===== config.mk =====
export PLATFORM = sky130hd
export DESIGN_NAME = jellyvl_etherneco_tx
export DESIGN_NICKNAME = d
export VERILOG_FILES = /design/src/rtl/jellyvl_etherneco_pkg.sv /design/src/rtl/jelly2_calc_crc.sv /design/src/rtl/jellyvl_etherneco_tx.sv
export SDC_FILE = /design/constraint.sdc
export NUM_CORES = 1
export LEC_CHECK = 0
export CAP_MARGIN = 20
export CORE_ASPECT_RATIO = 2
export CORE_MARGIN = 2
export CORE_UTILIZATION = 40
export CTS_CLUSTER_DIAMETER = 100
export DETAILED_ROUTE_END_ITERATION = 10
export HOLD_SLACK_MARGIN = 0.03
export MAX_ROUTING_LAYER = met4
export PLACE_DENSITY = 0.68
export SLEW_MARGIN = 10
export SYNTH_ARGS = -nofsm -noshare
export SYNTH_HDL_FRONTEND = slang
export SYNTH_HIERARCHICAL = 1
export SYNTH_SLANG_ARGS = --single-unit

===== constraint.sdc =====
create_clock -name clk -period 4.3 [get_ports clk]
set_input_delay 0.43 -clock clk [delete_from_list [all_inputs] [get_ports clk]]
set_output_delay 0.43 -clock clk [all_outputs]
set_load 0.01 [all_outputs]

===== src/rtl/jellyvl_etherneco_pkg.sv =====
// jellyvl_etherneco_pkg: states, line constants and bit helpers shared by the etherneco tx and rx.
package jellyvl_etherneco_pkg;
  typedef enum logic [6:0] {
    IDLE     = 7'b0000001,
    PREAMBLE = 7'b0000010,
    SFD      = 7'b0000100,
    LENGTH   = 7'b0001000,
    PAYLOAD  = 7'b0010000,
    FCS      = 7'b0100000,
    GAP      = 7'b1000000
  } state_t;
  localparam logic [7:0] PREAMBLE_BYTE = 8'h55;
  localparam logic [7:0] SFD_BYTE = 8'hd5;
  localparam logic [31:0] CRC_RESIDUE = 32'h2144df1c;
  function automatic logic [7:0] rev8(input logic [7:0] v);
    for (int i = 0; i < 8; i++) rev8[i] = v[7-i];
  endfunction
  // The MSB-first engine holds the reflected CRC bit-reversed; undo that and apply the final inversion.
  function automatic logic [31:0] fcs_of(input logic [31:0] r);
    for (int i = 0; i < 32; i++) fcs_of[i] = ~r[31-i];
  endfunction
endpackage


===== src/rtl/jelly2_calc_crc.sv =====
// jelly2_calc_crc: registered MSB-first CRC engine; in_update=0 restarts from all-ones before the byte.
module jelly2_calc_crc #(
  parameter int DATA_WIDTH = 8,
  parameter int CRC_WIDTH = 32,
  parameter logic [CRC_WIDTH-1:0] POLY_REPS = 32'h04c11db7,
  parameter bit REVERSED = 1'b0
) (
  input  logic                  reset,
  input  logic                  clk,
  input  logic                  in_update,
  input  logic [DATA_WIDTH-1:0] in_data,
  input  logic                  in_valid,
  output logic [CRC_WIDTH-1:0]  out_crc
);
  logic [CRC_WIDTH-1:0] crc_q, crc_d;
  always_comb begin
    crc_d = in_update ? crc_q : '1;
    for (int i = 0; i < DATA_WIDTH; i++)
      crc_d = {crc_d[CRC_WIDTH-2:0], 1'b0} ^ ((crc_d[CRC_WIDTH-1] ^ in_data[REVERSED ? i : DATA_WIDTH-1-i]) ? POLY_REPS : '0);
    crc_d = in_valid ? crc_d : crc_q;
  end
  always_ff @(posedge clk) crc_q <= reset ? '1 : crc_d;
  assign out_crc = crc_q;
endmodule


===== src/rtl/jellyvl_etherneco_tx.sv =====
// jellyvl_etherneco_tx: frames a payload as preamble/SFD/length/payload/FCS then holds an idle gap.
// JELLYVL_ETHERNECO_TX_LENGTH_CHECK_EN enables s_last versus tx_length checking with tx_error.
module jellyvl_etherneco_tx
  import jellyvl_etherneco_pkg::*;
#(
  parameter int PREAMBLE_LEN = 7,
  parameter int GAP_LEN = 12
) (
  input  logic        reset,
  input  logic        clk,
  input  logic        tx_start,
  input  logic [15:0] tx_length,
  output logic        tx_busy,
  output logic        tx_done,
  output logic        tx_error,
  input  logic [7:0]  s_data,
  input  logic        s_last,
  input  logic        s_valid,
  output logic        s_ready,
  output logic        m_first,
  output logic        m_last,
  output logic [7:0]  m_data,
  output logic        m_valid,
  input  logic        m_ready
);
  state_t state_q, state_d;
  logic [15:0] len_q, len_d, cnt_q, cnt_d;
  logic [31:0] fcs_q, fcs_d, fcs_w, fcs_sel, crc;
  logic [7:0] m_data_q, m_data_d, ld_byte, crc_in;
  logic m_valid_q, m_valid_d, m_first_q, m_first_d, m_last_q, m_last_d;
  logic tx_done_q, tx_done_d, tx_error_q, tx_error_d, drain_q, drain_d;
  logic ld, is_first, is_last, crc_en, crc_upd, free, take, early, short_len;
  assign free = !m_valid_q || m_ready;
  assign s_ready = state_q == PAYLOAD && free;
  assign take = s_valid && s_ready;
  assign fcs_w = fcs_of(crc);
  assign crc_in = rev8(ld_byte);
`ifdef JELLYVL_ETHERNECO_TX_LENGTH_CHECK_EN
  assign early = s_last && cnt_q != 16'd0;
  assign short_len = !s_last && cnt_q == 16'd0;
`else
  assign early = 1'b0;
  assign short_len = 1'b0;
`endif
  always_ff @(posedge clk) state_q <= reset ? IDLE : state_d;
  always_comb begin
    state_d = state_q;
    unique case (state_q)
      IDLE:     state_d = tx_start ? PREAMBLE : IDLE;
      PREAMBLE: state_d = free && cnt_q == 16'(PREAMBLE_LEN - 1) ? SFD : PREAMBLE;
      SFD:      state_d = free ? LENGTH : SFD;
      LENGTH:   state_d = free && cnt_q[0] ? PAYLOAD : LENGTH;
      PAYLOAD:  state_d = !take ? PAYLOAD : drain_q ? (s_last ? GAP : PAYLOAD) : ((cnt_q == 16'd0 && !short_len) || early) ? FCS : PAYLOAD;
      FCS:      state_d = free && cnt_q[2] ? GAP : FCS;
      GAP:      state_d = cnt_q == 16'(GAP_LEN - 1) ? IDLE : GAP;
      default:  state_d = IDLE;
    endcase
  end
  always_comb begin
    ld = 1'b0;
    ld_byte = PREAMBLE_BYTE;
    is_first = 1'b0;
    is_last = 1'b0;
    crc_en = 1'b0;
    crc_upd = 1'b1;
    len_d = len_q;
    cnt_d = cnt_q;
    fcs_d = fcs_q;
    fcs_sel = cnt_q[1:0] == 2'd0 ? fcs_w : fcs_q;
    drain_d = drain_q;
    tx_done_d = 1'b0;
    tx_error_d = 1'b0;
    unique case (state_q)
      IDLE: begin
        len_d = tx_start ? tx_length : len_q;
        cnt_d = 16'd0;
      end
      PREAMBLE: begin
        ld = free;
        is_first = cnt_q == 16'd0;
        cnt_d = !free ? cnt_q : cnt_q == 16'(PREAMBLE_LEN - 1) ? 16'd0 : cnt_q + 16'd1;
      end
      SFD: begin
        ld = free;
        ld_byte = SFD_BYTE;
      end
      LENGTH: begin
        ld = free;
        ld_byte = cnt_q[0] ? len_q[15:8] : len_q[7:0];
        crc_en = ld;
        crc_upd = cnt_q[0];
        cnt_d = !free ? cnt_q : cnt_q[0] ? len_q : 16'd1;
      end
      PAYLOAD: begin
        ld = take && !drain_q;
        ld_byte = s_data;
        crc_en = ld;
        tx_error_d = ld && (early || short_len);
        drain_d = drain_q || (ld && short_len);
        cnt_d = drain_q ? 16'd0 : !ld ? cnt_q : ((cnt_q == 16'd0 && !short_len) || early) ? 16'd0 : cnt_q - 16'd1;
      end
      FCS: begin
        ld = free && !cnt_q[2];
        ld_byte = fcs_sel[{cnt_q[1:0], 3'b000} +: 8];
        is_last = cnt_q[1:0] == 2'd3;
        crc_en = ld;
        fcs_d = ld && cnt_q[1:0] == 2'd0 ? fcs_w : fcs_q;
        tx_done_d = free && cnt_q[2];
        cnt_d = tx_done_d ? 16'd0 : ld ? cnt_q + 16'd1 : cnt_q;
      end
      GAP: begin
        drain_d = 1'b0;
        cnt_d = cnt_q + 16'd1;
      end
      default: ;
    endcase
    m_valid_d = ld || (m_valid_q && !free);
    m_data_d = ld ? ld_byte : m_data_q;
    m_first_d = ld ? is_first : m_first_q;
    m_last_d = ld ? is_last : m_last_q;
  end
  always_ff @(posedge clk) begin
    if (reset) begin
      len_q <= 16'd0;
      cnt_q <= 16'd0;
      fcs_q <= 32'd0;
      m_data_q <= 8'd0;
      m_valid_q <= 1'b0;
      m_first_q <= 1'b0;
      m_last_q <= 1'b0;
      tx_done_q <= 1'b0;
      tx_error_q <= 1'b0;
      drain_q <= 1'b0;
    end else begin
      len_q <= len_d;
      cnt_q <= cnt_d;
      fcs_q <= fcs_d;
      m_data_q <= m_data_d;
      m_valid_q <= m_valid_d;
      m_first_q <= m_first_d;
      m_last_q <= m_last_d;
      tx_done_q <= tx_done_d;
      tx_error_q <= tx_error_d;
      drain_q <= drain_d;
    end
  end
  jelly2_calc_crc #(
    .DATA_WIDTH(8),
    .CRC_WIDTH(32),
    .POLY_REPS(32'h04c11db7),
    .REVERSED(1'b0)
  ) u_crc (
    .reset(reset),
    .clk(clk),
    .in_update(crc_upd),
    .in_data(crc_in),
    .in_valid(crc_en),
    .out_crc(crc)
  );
  assign tx_busy = state_q != IDLE;
  assign tx_done = tx_done_q;
  assign tx_error = tx_error_q;
  assign m_data = m_data_q;
  assign m_valid = m_valid_q;
  assign m_first = m_first_q;
  assign m_last = m_last_q;
endmodule


==> results of run 1 <==
## power groups by stage
stage          registers [uW]  clock network [uW]  logic, uW
2_1_floorplan            1120                   0        126
3_3_place_gp             1140                   0        186
3_5_place_dp             1140                   0        187
4_1_cts                  1120                1610        188
5_1_grt                  1120                1650        203
6_report                 1120                1590        189
## stage by stage
step,std cells,utilization [%],area [sq um],power [uW],hold slack (ns)
after floorplan,873,-,7310,1250,0.431
after global placement,1082,43.4,7880,1320,0.473
after detailed placement,1082,43.4,7880,1330,0.483
after CTS,1114,47.1,8540,2910,0.332
after global routing,1114,47.1,8540,2970,0.357
final,1114,47.1,8540,2890,0.350
## area by class of cell
cell class	instances	area, sq um	area share [%]
well taps	216	270	3.17
repair buffers	68	626	7.33
clock inverters	12	204	2.39
flip-flops and latches	115	2300	27.0
inverters	12	45.0	0.528
clock buffers	20	457	5.35
multi-input cells	671	4630	54.3
## layer usage
layer  up-vias  wire length, um  track usage, %
met5         -                0               -
met1      3096             7660            21.8
li1       3089                -               -
met3        99              691            3.40
met4         0             1910            20.1
met2       188            12600            44.6
## logic make-up after synthesis
family                     Yosys count
DFF                                115
AOI/OAI and AO/OA                  204
other                                1
adders and majority gates            4
buffers and inverters               87
and+or+nand+nor                    307
xor gates and xnor gates           124
muxes                               31
## path summary, 6_finish.rpt
path                                          to  slack (ns)
worst max register to register  u_crc/out_crc[3]        0.54
worst max-delay path            u_crc/out_crc[3]        0.54
worst min register to register            m_last        0.49
worst min-delay path                      m_last        0.35
## worst max-delay path, delay by kind of cell (launching register included)
family	cells	cell delay (ns)
xor+xnor	3	0.99
buf+inv	3	0.51
mux	1	0.46
compound gates	3	0.53
flops	1	0.50
fa+ha+maj	1	0.19
simple gates	2	0.44
## state kept, by name, summed over array words and instances, names as in the netlist
name,flops
m_first,1
m_data,8
state_q,7
u_crc/out_crc,32
tx_done,1
len_q,16
m_valid,1
fcs_q,32
m_last,1
cnt_q,16
## cell usage in the layout (no fill, tap or decap), drive strengths merged, types with 7 or more instances in the layout
cell type        n
a221oi          12
inv             11
nand3           11
o21ai           19
mux2i           18
dfxtp          115
o2bb2ai         12
and3             8
nor2           138
a21oi           74
nor2b           10
or2             13
nor3            20
nor4             7
buf             27
a211oi          41
xor2            41
clkbuf          20
nand4            8
nand2           48
mux4             8
clkdlybuf4s50   41
xnor2           82
nand2b          13
==> impl_summary.txt, run 1 <==
----------------------------------------------------
[Status]
  Outcome ... complete, no violations

[Setup path]
  Highest net fanout along the worst path ... 66
  Arrival time of the worst setup path ... 4.08 ns
  CP Class ... reg -> reg
  Startpoint of the most critical setup path ... cnt_q[1]
  Origin of the critical flop-to-flop path ... cnt_q[1]
  Slowest stage cell on the critical path ... sky130_fd_sc_hd__dfxtp_1
  Startpoint type of the worst setup path ... flip-flop
  Chain of cells forming the critical path ... inv_2 > ha_2 > buf_12 > nor2_1 > a21oi_1 > mux4_2 > a21boi_0 > inv_1 > xnor2_1 > xnor2_4 > xnor2_1 > a21oi_1 > or2_2
  Required @ worst endpoint ... 4.61 ns
  Critical Path Sink Type ... flip-flop
  CP peak stage delay ... 0.50 ns
  Depth of the worst register-to-register path ... 13

[Finish]
  Fraction of layout instances using a drive strength above 1 ... 12.4%
  Layout net count ... 919
  Ant diodes ... 0
  Number of filler cells placed in the layout ... 1740
  Area Growth Syn to Fin ... 16.8%

[Clocking]
  Clock root cell ... sky130_fd_sc_hd__clkbuf_16
  TritonCTS clock tree ... done
  Post-CTS Setup Repair Bufs ... 0
  Number of hold buffers added after CTS ... 0
  Clock Latency Late Sink ... 0.43 ns
  Htree depth ... 4
  Cts bufs inserted ... 17
  CTS Buffer Depth ... 2
  Post-CTS sizing ... 0
  Number of clock sinks ... 115
  Clock-pin slew of the registers on the worst-case setup and hold paths ... 0.06 ns

[Pwr]
  Proportion of power drawn by the clock network ... 54.9%
  Static leakage ... 0.00316 uW
  Internal power ... 2230 uW
  Comb pwr share ... 6.5%
  Power per cell area ... 339 mW/mm^2
  Switching fraction of total power ... 22.8%
  Sequential group share of total power ... 38.6%
  Worst supply voltage drop on vdd ... 256 uV
  Power spent charging and discharging nets ... 661 uW

[Routing]
  Post-route DRC ... 0
  Detail-routed net length per standard cell ... 20.5 um
  Initial DRC count ... 452
  Final routed wirelength across all metal layers ... 22800 um
  Vias per cell ... 5.81
  Post-route antenna net violation count ... 0
  DR pass1 iterations ... 5
  Via count ... 6472

[Placement]
  Port Buffer Count ... 42
  Minimum setup slack after placement ... 0.654 ns
  Final weighted congestion in routability-driven placement ... 1.01
  Detailed Place HPWL ... 16600 um

[Synth]
  Post-Synth Simple-Gate Area ... 21.0%
  Number of standard cells after synthesis ... 873
  Compound-Gate Fraction of Synth Area ... 19.5%
  Fraction of post-synthesis cell area in the top cell type by area ... 31.5%
  Synth warn ... 6
  Share of the yosys chip area belonging to registers ... 31.5%
  Number of flops mapped to enable cells by yosys ... 0
  Dominant cell type by area after synthesis ... sky130_fd_sc_hd__dfxtp_1
  Leading cell types by total area after synthesis ... sky130_fd_sc_hd__dfxtp_1, sky130_fd_sc_hd__xnor2_1, sky130_fd_sc_hd__nor2_1, sky130_fd_sc_hd__a21oi_1, sky130_fd_sc_hd__xor2_1
  Post-Synthesis Mean Instance Area ... 8.37 sq um
  Multiplexer fraction of the synthesized cell area ... 5.70%
  Xor/xnor share of the synthesized area ... 16.3%
  Register bit total from synthesis ... 115
  Leading register cell type out of synthesis ... sky130_fd_sc_hd__dfxtp_1
  FFs w/ async S/R, synth ... 0%
  Main combinational cell family by area after synthesis ... simple AND/OR/NAND/NOR gates
  Number of nets in the synthesized netlist ... 907
  Cell area after synthesis ... 0.00731 sq mm
  Most frequent cell after synthesis ... sky130_fd_sc_hd__nor2_1
  Synthesized-area fraction occupied by adder cells ... 0.685%
  Count of cell types in the netlist ... 84
  Ranking of synthesized cells by instance count ... sky130_fd_sc_hd__nor2_1, sky130_fd_sc_hd__dfxtp_1, sky130_fd_sc_hd__xnor2_1

[Timing]
  Highest attainable clock frequency ... 0.266 GHz
  Final period util ... 87.6%
  Tmin final ... 3.76 ns
  TNS Setup ... 0 ns
  Max-Slew Margin vs Limit ... 40.2%
  Final setup violation count ... 0
  Unrepaired setup endpoints after global routing ... no
  Actual slew at the worst max-slew pin ... 0.894 ns
  Final worst setup slack ... 0.535 ns
  Clk_skew ... 0.00754 ns
  Pins Over Slew Limit ... 0
  Final count of hold timing violations ... 0

[Die]
  Vertical die dimension ... 195 um
  Full die area ... 0.0194 sq mm
  Starting density of the core ... 40.3%
  IO Count ... 45
  Row cnt ... 70
  Floorplan die width ... 99.6 um
  CORE AREA ... 0.0181 sq mm

[Global routing]
  First-pass GRT wire length ... 35500 um
  Number of antenna violations at the first check in global routing ... 0
  Residual overflow from global routing ... 0
  Number of global-route vias before repair ... 6569
  Total global routing track utilization ... 24.5%
  Pin count of the biggest net entering global routing ... 67

[Hold path]
  Classification of the worst-slack hold path ... in -> reg
  Worst hold path startpoint ... reset
  Min-Delay Path Depth ... 2

[Job]
  Max Cap Viol ... 0

----------------------------------------------------
(Power assumes the default switching activity.)
==> run 2, diff against run 1 <==
--- a/config.mk
+++ b/config.mk
@@ -13,9 +13,8 @@
 export DETAILED_ROUTE_END_ITERATION = 10
 export HOLD_SLACK_MARGIN = 0.03
 export MAX_ROUTING_LAYER = met4
-export PLACE_DENSITY = 0.68
+export PLACE_DENSITY = 0.69
 export SLEW_MARGIN = 10
 export SYNTH_ARGS = -nofsm -noshare
 export SYNTH_HDL_FRONTEND = slang
-export SYNTH_HIERARCHICAL = 1
 export SYNTH_SLANG_ARGS = --single-unit
==> run 2 against run 1 <==
Compared with the run above: power up 1.4%; final cell count grew 2.8%; combinational power is 13% lower; synthesized area shrank 2.6%; count of clock-buffer cells in the layout rose by 1; maximum frequency grew 1.4%; clock power up 4%; sequential share of layout area rose by 0.48 points; critical path depth down 1; critical path type unchanged; largest power group unchanged.
==> impl_summary.txt, run 2 <==
----------------------------------------------------
[Status]
  Outcome ... complete, no violations

[Clocking]
  Number of hold buffers added after CTS ... 0 (unchanged)
  CTS Buffer Depth ... 2 (unchanged)
  Number of clock sinks ... 115 (unchanged)
  Post-CTS sizing ... 0 (unchanged)
  Cts bufs inserted ... 17 (unchanged)
  Clock root cell ... sky130_fd_sc_hd__clkbuf_16
  Post-CTS Setup Repair Bufs ... 0 (unchanged)
  TritonCTS clock tree ... done
  Htree depth ... 4 (unchanged)
  Clock Latency Late Sink ... 0.42 ns (about the same)
  Clock-pin slew of the registers on the worst-case setup and hold paths ... 0.06 ns (about the same)

[Job]
  Max Cap Viol ... 0 (unchanged)

[Hold path]
  Worst hold path startpoint ... u_crc.out_crc[9]
  Hold Path Sink ... fcs_q[22]
  Classification of the worst-slack hold path ... reg -> reg
  Min-Delay Path Depth ... 1 (-1)

[Timing]
  Clk_skew ... 0.0101 ns (+0.00259 ns)
  Actual slew at the worst max-slew pin ... 0.982 ns (+0.0878 ns)
  Tmin final ... 3.71 ns (-0.0529 ns)
  Final period util ... 86.3% (-1.2 points)
  Unrepaired setup endpoints after global routing ... no
  Pins Over Slew Limit ... 0 (unchanged)
  Final worst setup slack ... 0.588 ns (+0.0529 ns)
  Final count of hold timing violations ... 0 (unchanged)
  Max-Slew Margin vs Limit ... 34.3% (-5.9 points)
  Highest attainable clock frequency ... 0.269 GHz (+1.4%)
  Final setup violation count ... 0 (unchanged)
  TNS Setup ... 0 ns (unchanged)

[Routing]
  Initial DRC count ... 632 (+40%)
  DR pass1 iterations ... 6 (+1)
  Vias per cell ... 5.84 (+0.58%)
  Post-route DRC ... 0 (unchanged)
  Detail-routed net length per standard cell ... 18.3 um (-11%)
  Post-route antenna net violation count ... 0 (unchanged)
  Via count ... 6691 (+3.4%)
  Final routed wirelength across all metal layers ... 20900 um (-8.4%)

[Placement]
  Detailed Place HPWL ... 14300 um (-14%)
  Minimum setup slack after placement ... 0.645 ns (-0.00857 ns)
  Port Buffer Count ... 42 (unchanged)
  Placed cell count ... 1112 (+2.8%)
  Final weighted congestion in routability-driven placement ... 0.886 (-12%)

[Setup path]
  Required @ worst endpoint ... 4.60 ns (about the same)
  Slowest stage cell on the critical path ... sky130_fd_sc_hd__ha_2
  Number of buffer and inverter instances along the worst setup path ... 2 (-1)
  Chain of cells forming the critical path ... inv_1 > ha_2 > buf_4 > nor2_1 > o21ai_0 > and4_1 > a21oi_2 > o311ai_4 > xor2_1 > xor2_1 > xnor2_1 > a21oi_1
  Kind of cell adding the most delay to the critical path ... XOR/XNOR gates
  CP Class ... reg -> reg
  Destination of the worst register-to-register timing path ... u_crc.out_crc[18]
  Arrival time of the worst setup path ... 4.02 ns (-0.06 ns)
  Startpoint type of the worst setup path ... flip-flop
  Critical Path Sink Type ... flip-flop
  Origin of the critical flop-to-flop path ... cnt_q[1]
  Flop-to-flop setup slack ... 0.59 ns (+0.05 ns)
  Depth of the worst register-to-register path ... 12 (-1)
  Most common cell type on the critical path ... sky130_fd_sc_hd__xor2_1
  Highest net fanout along the worst path ... 30 (-55%)
  CP peak stage delay ... 0.60 ns (+0.10 ns)

[Finish]
  Finished Layout Cells ... 1145 (+2.8%)
  Top library cells by usage in the layout, fill and taps aside ... sky130_fd_sc_hd__nor2_1, sky130_fd_sc_hd__dfxtp_1, sky130_fd_sc_hd__nand2_1, sky130_fd_sc_hd__a21oi_1, sky130_fd_sc_hd__o21ai_0
  Fraction of layout instances using a drive strength above 1 ... 9.23% (-3.1 points)
  Ant diodes ... 0 (unchanged)
  Area Growth Syn to Fin ... 17.9%
  Number of filler cells placed in the layout ... 1726 (-0.80%)
  Most frequent standard cell in the layout excluding fill and tap cells ... sky130_fd_sc_hd__nor2_1
  Layout net count ... 953 (+3.7%)

[Synth]
  Leading cell types by total area after synthesis ... sky130_fd_sc_hd__dfxtp_1, sky130_fd_sc_hd__nor2_1, sky130_fd_sc_hd__xnor2_1, sky130_fd_sc_hd__a21oi_1, sky130_fd_sc_hd__nand2_1
  FFs w/ async S/R, synth ... 0% (unchanged)
  Register bit total from synthesis ... 115 (unchanged)
  Dominant cell type by area after synthesis ... sky130_fd_sc_hd__dfxtp_1
  Number of flops mapped to enable cells by yosys ... 0 (unchanged)
  Cell area after synthesis ... 0.00712 sq mm (-2.6%)
  Most frequent cell after synthesis ... sky130_fd_sc_hd__nor2_1
  Leading register cell type out of synthesis ... sky130_fd_sc_hd__dfxtp_1
  Number of nets in the synthesized netlist ... 938 (+3.4%)
  Fraction of post-synthesis cell area in the top cell type by area ... 32.4% (+0.85 points)
  Count of cell types in the netlist ... 77 (-8.3%)
  Synth warn ... 0 (-6)
  Number of standard cells after synthesis ... 904 (+3.6%)
  Share of the yosys chip area belonging to registers ... 32.4% (+0.85 points)
  Ranking of synthesized cells by instance count ... sky130_fd_sc_hd__nor2_1, sky130_fd_sc_hd__dfxtp_1, sky130_fd_sc_hd__nand2_1
  Post-Synthesis Mean Instance Area ... 7.87 sq um (-6.0%)

[Die]
  Vertical die dimension ... 193 um (-1.3%)
  Starting density of the core ... 40.4% (+0.098 points)
  Row cnt ... 69 (-1.4%)
  Floorplan die width ... 98.3 um (-1.3%)
  Full die area ... 0.0189 sq mm (-2.5%)
  IO Count ... 45 (unchanged)
  CORE AREA ... 0.0176 sq mm (-2.9%)

[Pwr]
  Static leakage ... 0.00320 uW (+1.2%)
  Power per cell area ... 350 mW/mm^2 (+3.2%)
  Worst supply voltage drop on vdd ... 315 uV (+23%)

[Global routing]
  First-pass GRT wire length ... 34200 um (-3.7%)
  Number of antenna violations at the first check in global routing ... 0 (unchanged)
  Pin count of the biggest net entering global routing ... 58 (-13%)
  Total global routing track utilization ... 23.3% (-1.3 points)
  Number of global-route vias before repair ... 6495 (-1.1%)
  Residual overflow from global routing ... 0 (unchanged)

----------------------------------------------------
run 2: changes by cell type after synthesis, moves of 10 or more:
cell                        delta
sky130_fd_sc_hd__a21oi_1      -16
sky130_fd_sc_hd__xnor2_1      -35
sky130_fd_sc_hd__a221oi_1     -12
sky130_fd_sc_hd__o21ai_0      +40
sky130_fd_sc_hd__nand2_1      +28
sky130_fd_sc_hd__nor2_1       +19
sky130_fd_sc_hd__o211ai_1     +29
sky130_fd_sc_hd__xor2_1       -19
sky130_fd_sc_hd__nor3_1       +16
sky130_fd_sc_hd__o2bb2ai_1    -12
sky130_fd_sc_hd__a211oi_1     -10
run 2: how the worst max path moves through the flow:
stage | to | from | cells after the start
global route | u_crc.out_crc[7] | cnt_q[1] | 12
finish | u_crc.out_crc[18] | cnt_q[1] | 12
global placement | u_crc.out_crc[4] | cnt_q[1] | 12
floorplan | u_crc.out_crc[4] | cnt_q[1] | 15
CTS | u_crc.out_crc[13] | cnt_q[1] | 12
detailed placement | u_crc.out_crc[13] | cnt_q[1] | 12
run 2: logic make-up (layout without fill, tap and decap cells):
logic type | count (synthesis) | count (layout) | share of synthesized area [%]
AO/OA/AOI/OAI | 219 | 219 | 20.1
XOR/XNOR | 76 | 76 | 12.0
adder cells (fa/ha/maj) | 4 | 4 | 0.703
buffers and inverters | 84 | 112 | 4.96
flip-flops | 115 | 115 | 32.4
multiplexers | 28 | 28 | 4.48
other | 1 | 1 | 0.0527
AND/OR/NAND/NOR | 377 | 377 | 25.3
run 2: cell type report:
type | instances | area, sq um | share of cell area [%]
Clock buffer | 21 | 460 | 5.49
Clock inverter | 11 | 223 | 2.66
Inverter | 12 | 45.0 | 0.537
Multi-Input combinational cell | 705 | 4480 | 53.4
Sequential cell | 115 | 2300 | 27.5
Tap cell | 213 | 267 | 3.18
Timing Repair Buffer | 68 | 613 | 7.31
run 2: worst reg2reg max path, cell delays in order (launching register included):
cell,delay [ns]
sky130_fd_sc_hd__dfxtp_1,0.30
sky130_fd_sc_hd__inv_1,0.11
sky130_fd_sc_hd__ha_2,0.60
sky130_fd_sc_hd__buf_4,0.34
sky130_fd_sc_hd__nor2_1,0.05
sky130_fd_sc_hd__o21ai_0,0.23
sky130_fd_sc_hd__and4_1,0.31
sky130_fd_sc_hd__a21oi_2,0.11
sky130_fd_sc_hd__o311ai_4,0.51
sky130_fd_sc_hd__xor2_1,0.44
sky130_fd_sc_hd__xor2_1,0.34
sky130_fd_sc_hd__xnor2_1,0.16
sky130_fd_sc_hd__a21oi_1,0.08
run 2: per-layer routing:
metal	wire, um	GRT usage, %	up-vias	share of wire [%]
met2	9570	35.1	322	46
met4	800	11.2	0	3.8
li1	-	-	3229	-
met5	0	-	-	0
met1	8920	29.7	3080	43
met3	1640	4.71	60	7.8
run 2: per-stage QoR:
step                      instance area [sq um]  utilization (%)  power (uW)  hold WS, ns
after CTS                                  8380             47.6        2950        0.431
after detailed placement                   7700             43.7        1290        0.432
after global placement                     7700             43.7        1290        0.426
final                                      8390             47.6        2930        0.430
after floorplan                            7120                -        1220        0.413
after global routing                       8390             47.6        3020        0.467
run 2: report_power, final:
| group | total [uW] | switching (uW) | internal (uW) |
|---|---|---|---|
| clock network | 1660 | 537 | 1120 |
| logic | 164 | 93.6 | 70.2 |
| registers | 1110 | 24.7 | 1080 |
==> run 3, diff against run 2 <==
--- a/config.mk
+++ b/config.mk
@@ -8,12 +8,12 @@
 export CAP_MARGIN = 20
 export CORE_ASPECT_RATIO = 2
 export CORE_MARGIN = 2
-export CORE_UTILIZATION = 40
+export CORE_UTILIZATION = 25
 export CTS_CLUSTER_DIAMETER = 100
 export DETAILED_ROUTE_END_ITERATION = 10
 export HOLD_SLACK_MARGIN = 0.03
 export MAX_ROUTING_LAYER = met4
-export PLACE_DENSITY = 0.69
+export PLACE_DENSITY = 0.51
 export SLEW_MARGIN = 10
 export SYNTH_ARGS = -nofsm -noshare
 export SYNTH_HDL_FRONTEND = slang
==> run 3 against run 2 <==
Compared with the run above: final cell count is 13% higher; via count shrank 0.70%; critical endpoint is now u_crc.out_crc[12]; cell area increased by 2.3%; highest routed layer unchanged; critical path type unchanged.
==> impl_summary.txt, run 3 (synthesis results as in run 2) <==
----------------------------------------------------
[Timing]
  Pins Over Slew Limit ... 0 (unchanged)
  Tmin final ... 3.59 ns (-0.120 ns)
  Actual slew at the worst max-slew pin ... 0.937 ns (-0.0450 ns)
  Clk_skew ... 0.0120 ns (+0.00188 ns)
  Max-Slew Margin vs Limit ... 37.2% (+2.9 points)
  Final setup violation count ... 0 (unchanged)
  Worst-case hold slack ... 0.453 ns (+0.0232 ns)
  TNS Setup ... 0 ns (unchanged)
  Final period util ... 83.5% (-2.8 points)
  Unrepaired setup endpoints after global routing ... no
  Final count of hold timing violations ... 0 (unchanged)
  Highest attainable clock frequency ... 0.278 GHz (+3.3%)

[Pwr]
  Proportion of power drawn by the clock network ... 53.5% (-3.1 points)
  Internal power ... 2070 uW (-9.1%)
  Power spent charging and discharging nets ... 690 uW (+5.2%)
  Power per cell area ... 322 mW/mm^2 (-8.0%)
  Sequential group share of total power ... 40.3% (+2.5 points)
  Switching fraction of total power ... 25.0% (+2.6 points)
  Static leakage ... 0.00320 uW (about the same)
  Worst supply voltage drop on vdd ... 276 uV (-12%)
  Comb pwr share ... 6.2% (+0.6 points)

[Setup path]
  Flop-to-flop setup slack ... 0.71 ns (+0.12 ns)
  CP Class ... reg -> reg
  Highest net fanout along the worst path ... 17 (-43%)
  Startpoint of the most critical setup path ... cnt_q[1]
  Destination of the worst register-to-register timing path ... u_crc.out_crc[12]
  Startpoint type of the worst setup path ... flip-flop
  Critical Path End ... u_crc.out_crc[12]
  Required @ worst endpoint ... 4.62 ns (+0.02 ns)
  Arrival time of the worst setup path ... 3.91 ns (-0.11 ns)
  Depth of the worst register-to-register path ... 12 (unchanged)
  Critical Path Sink Type ... flip-flop
  Origin of the critical flop-to-flop path ... cnt_q[1]

[Routing]
  Final routed wirelength across all metal layers ... 26000 um (+24%)
  Detail-routed net length per standard cell ... 20.0 um (+9.7%)
  DR pass1 iterations ... 7 (+1)
  Post-route DRC ... 0 (unchanged)
  Post-route antenna net violation count ... 0 (unchanged)
  Vias per cell ... 5.12 (-12%)
  Via count ... 6644 (-0.70%)
  Initial DRC count ... 402 (-36%)

[Placement]
  Placed cell count ... 1265 (+14%)
  Post-Place Cell Area ... 0.00797 sq mm (+3.5%)
  Port Buffer Count ... 42 (unchanged)
  Final weighted congestion in routability-driven placement ... 0.880 (-0.76%)
  Detailed Place HPWL ... 19300 um (+35%)

[Finish]
  Register cell area after layout ... 0.00230 sq mm (unchanged)
  Combined area of the multi-input logic cells ... 0.00448 sq mm (about the same)
  Top library cells by usage in the layout, fill and taps aside ... sky130_fd_sc_hd__nor2_1, sky130_fd_sc_hd__dfxtp_1, sky130_fd_sc_hd__nand2_1, sky130_fd_sc_hd__a21oi_1, sky130_fd_sc_hd__o21ai_0
  Most frequent standard cell in the layout excluding fill and tap cells ... sky130_fd_sc_hd__nor2_1
  Fraction of layout instances using a drive strength above 1 ... 10.3% (+1.1 points)
  Layout net count ... 962 (+0.94%)
  Final Util ... 30.5% (-17 points)
  Finished Layout Cells ... 1297 (+13%)
  Ant diodes ... 0 (unchanged)
  Area Growth Syn to Fin ... 20.5%
  Number of filler cells placed in the layout ... 2991 (+73%)
  Final design instance area without fill ... 0.00858 sq mm (+2.3%)

[Hold path]
  Classification of the worst-slack hold path ... reg -> reg
  Min-Delay Path Depth ... 1 (unchanged)

[Global routing]
  First-pass GRT wire length ... 39600 um (+16%)
  Residual overflow from global routing ... 0 (unchanged)
  Number of antenna violations at the first check in global routing ... 0 (unchanged)
  Number of global-route vias before repair ... 6700 (+3.2%)
  Met2 capacity usage during global routing ... 33.4% (-1.8 points)
  Total global routing track utilization ... 18.4% (-4.8 points)
  Pin count of the biggest net entering global routing ... 53 (-8.6%)
  Met1 track demand over resource ... 16.4% (-13 points)
  GRT met3 Usage ... 2.91% (-1.8 points)
  Grt peak-use layer ... met2

[Die]
  Row cnt ... 87 (+26%)
  Starting density of the core ... 25.3% (-15 points)
  CORE AREA ... 0.0281 sq mm (+59%)
  Floorplan die width ... 123 um (+25%)
  Vertical die dimension ... 243 um (+26%)
  IO Count ... 45 (unchanged)
  Full die area ... 0.0299 sq mm (+58%)

[Clocking]
  Number of clock sinks ... 115 (unchanged)
  Htree depth ... 4 (unchanged)
  Clock-pin slew of the registers on the worst-case setup and hold paths ... 0.06 ns (about the same)
  CTS Buffer Depth ... 2 (unchanged)
  Cts bufs inserted ... 17 (unchanged)
  Clock root cell ... sky130_fd_sc_hd__clkbuf_16
  Number of hold buffers added after CTS ... 0 (unchanged)
  Clock Latency Late Sink ... 0.44 ns (+0.02 ns)
  TritonCTS clock tree ... done
  Post-CTS Setup Repair Bufs ... 0 (unchanged)
  Post-CTS sizing ... 0 (unchanged)

[Job]
  Max Cap Viol ... 0 (unchanged)

[Status]
  Outcome ... complete, no violations

----------------------------------------------------
-- run 3: area by class of cell --
type                    count  share of cell area, %
clock buffers              18                   5.00
inverters                  12                  0.525
multi-input cells         705                   52.2
flip-flops and latches    115                   26.8
repair buffers             77                   8.08
well taps                 356                   5.19
clock inverters            14                   2.10
-- run 3: worst min-delay path by stage --
stage / startpoint / endpoint / slack (ns)
floorplan: u_crc.out_crc[9] / fcs_q[22] / 0.41
CTS: u_crc.out_crc[9] / fcs_q[22] / 0.44
detailed placement: u_crc.out_crc[9] / fcs_q[22] / 0.43
global placement: u_crc.out_crc[9] / fcs_q[22] / 0.42
global route: u_crc.out_crc[9] / fcs_q[22] / 0.47
finish: u_crc.out_crc[9] / fcs_q[22] / 0.45
-- run 3: power by group through the flow --
stage / Combinational [uW] / Sequential, uW / Clock [uW]
after floorplan: 103 / 1120 / 0
after global placement: 172 / 1140 / 0
after detailed placement: 172 / 1140 / 0
after CTS: 172 / 1110 / 1500
after global routing: 186 / 1110 / 1540
final: 170 / 1110 / 1480
-- run 3: critical path, cell delays in order (launching register included) --
cell and delay (ns):
sky130_fd_sc_hd__dfxtp_1 0.31, sky130_fd_sc_hd__inv_1 0.15, sky130_fd_sc_hd__ha_2 0.39, sky130_fd_sc_hd__buf_4 0.28
sky130_fd_sc_hd__nor2b_1 0.06, sky130_fd_sc_hd__o21ai_0 0.19, sky130_fd_sc_hd__nand4_1 0.12, sky130_fd_sc_hd__a21oi_1 0.25
sky130_fd_sc_hd__mux2_2 0.50, sky130_fd_sc_hd__xor2_4 0.38, sky130_fd_sc_hd__xnor2_2 0.21, sky130_fd_sc_hd__or3_1 0.34
sky130_fd_sc_hd__o311a_1 0.29
-- run 3: stage by stage --
step | total power, uW | worst slack (ns)
6_report | 2760 | 0.708
5_1_grt | 2840 | 0.525
4_1_cts | 2790 | 0.669
3_5_place_dp | 1310 | 0.684
3_3_place_gp | 1310 | 0.732
2_1_floorplan | 1220 | 0.701
-- run 3: per-layer routing --
| layer | up-vias | wire, um | share of wire, % |
|---|---|---|---|
| met5 | - | 0 | 0 |
| met4 | 0 | 2220 | 8.5 |
| met3 | 96 | 813 | 3.1 |
| met2 | 174 | 14300 | 55 |
| met1 | 3136 | 8720 | 34 |
| li1 | 3238 | - | - |
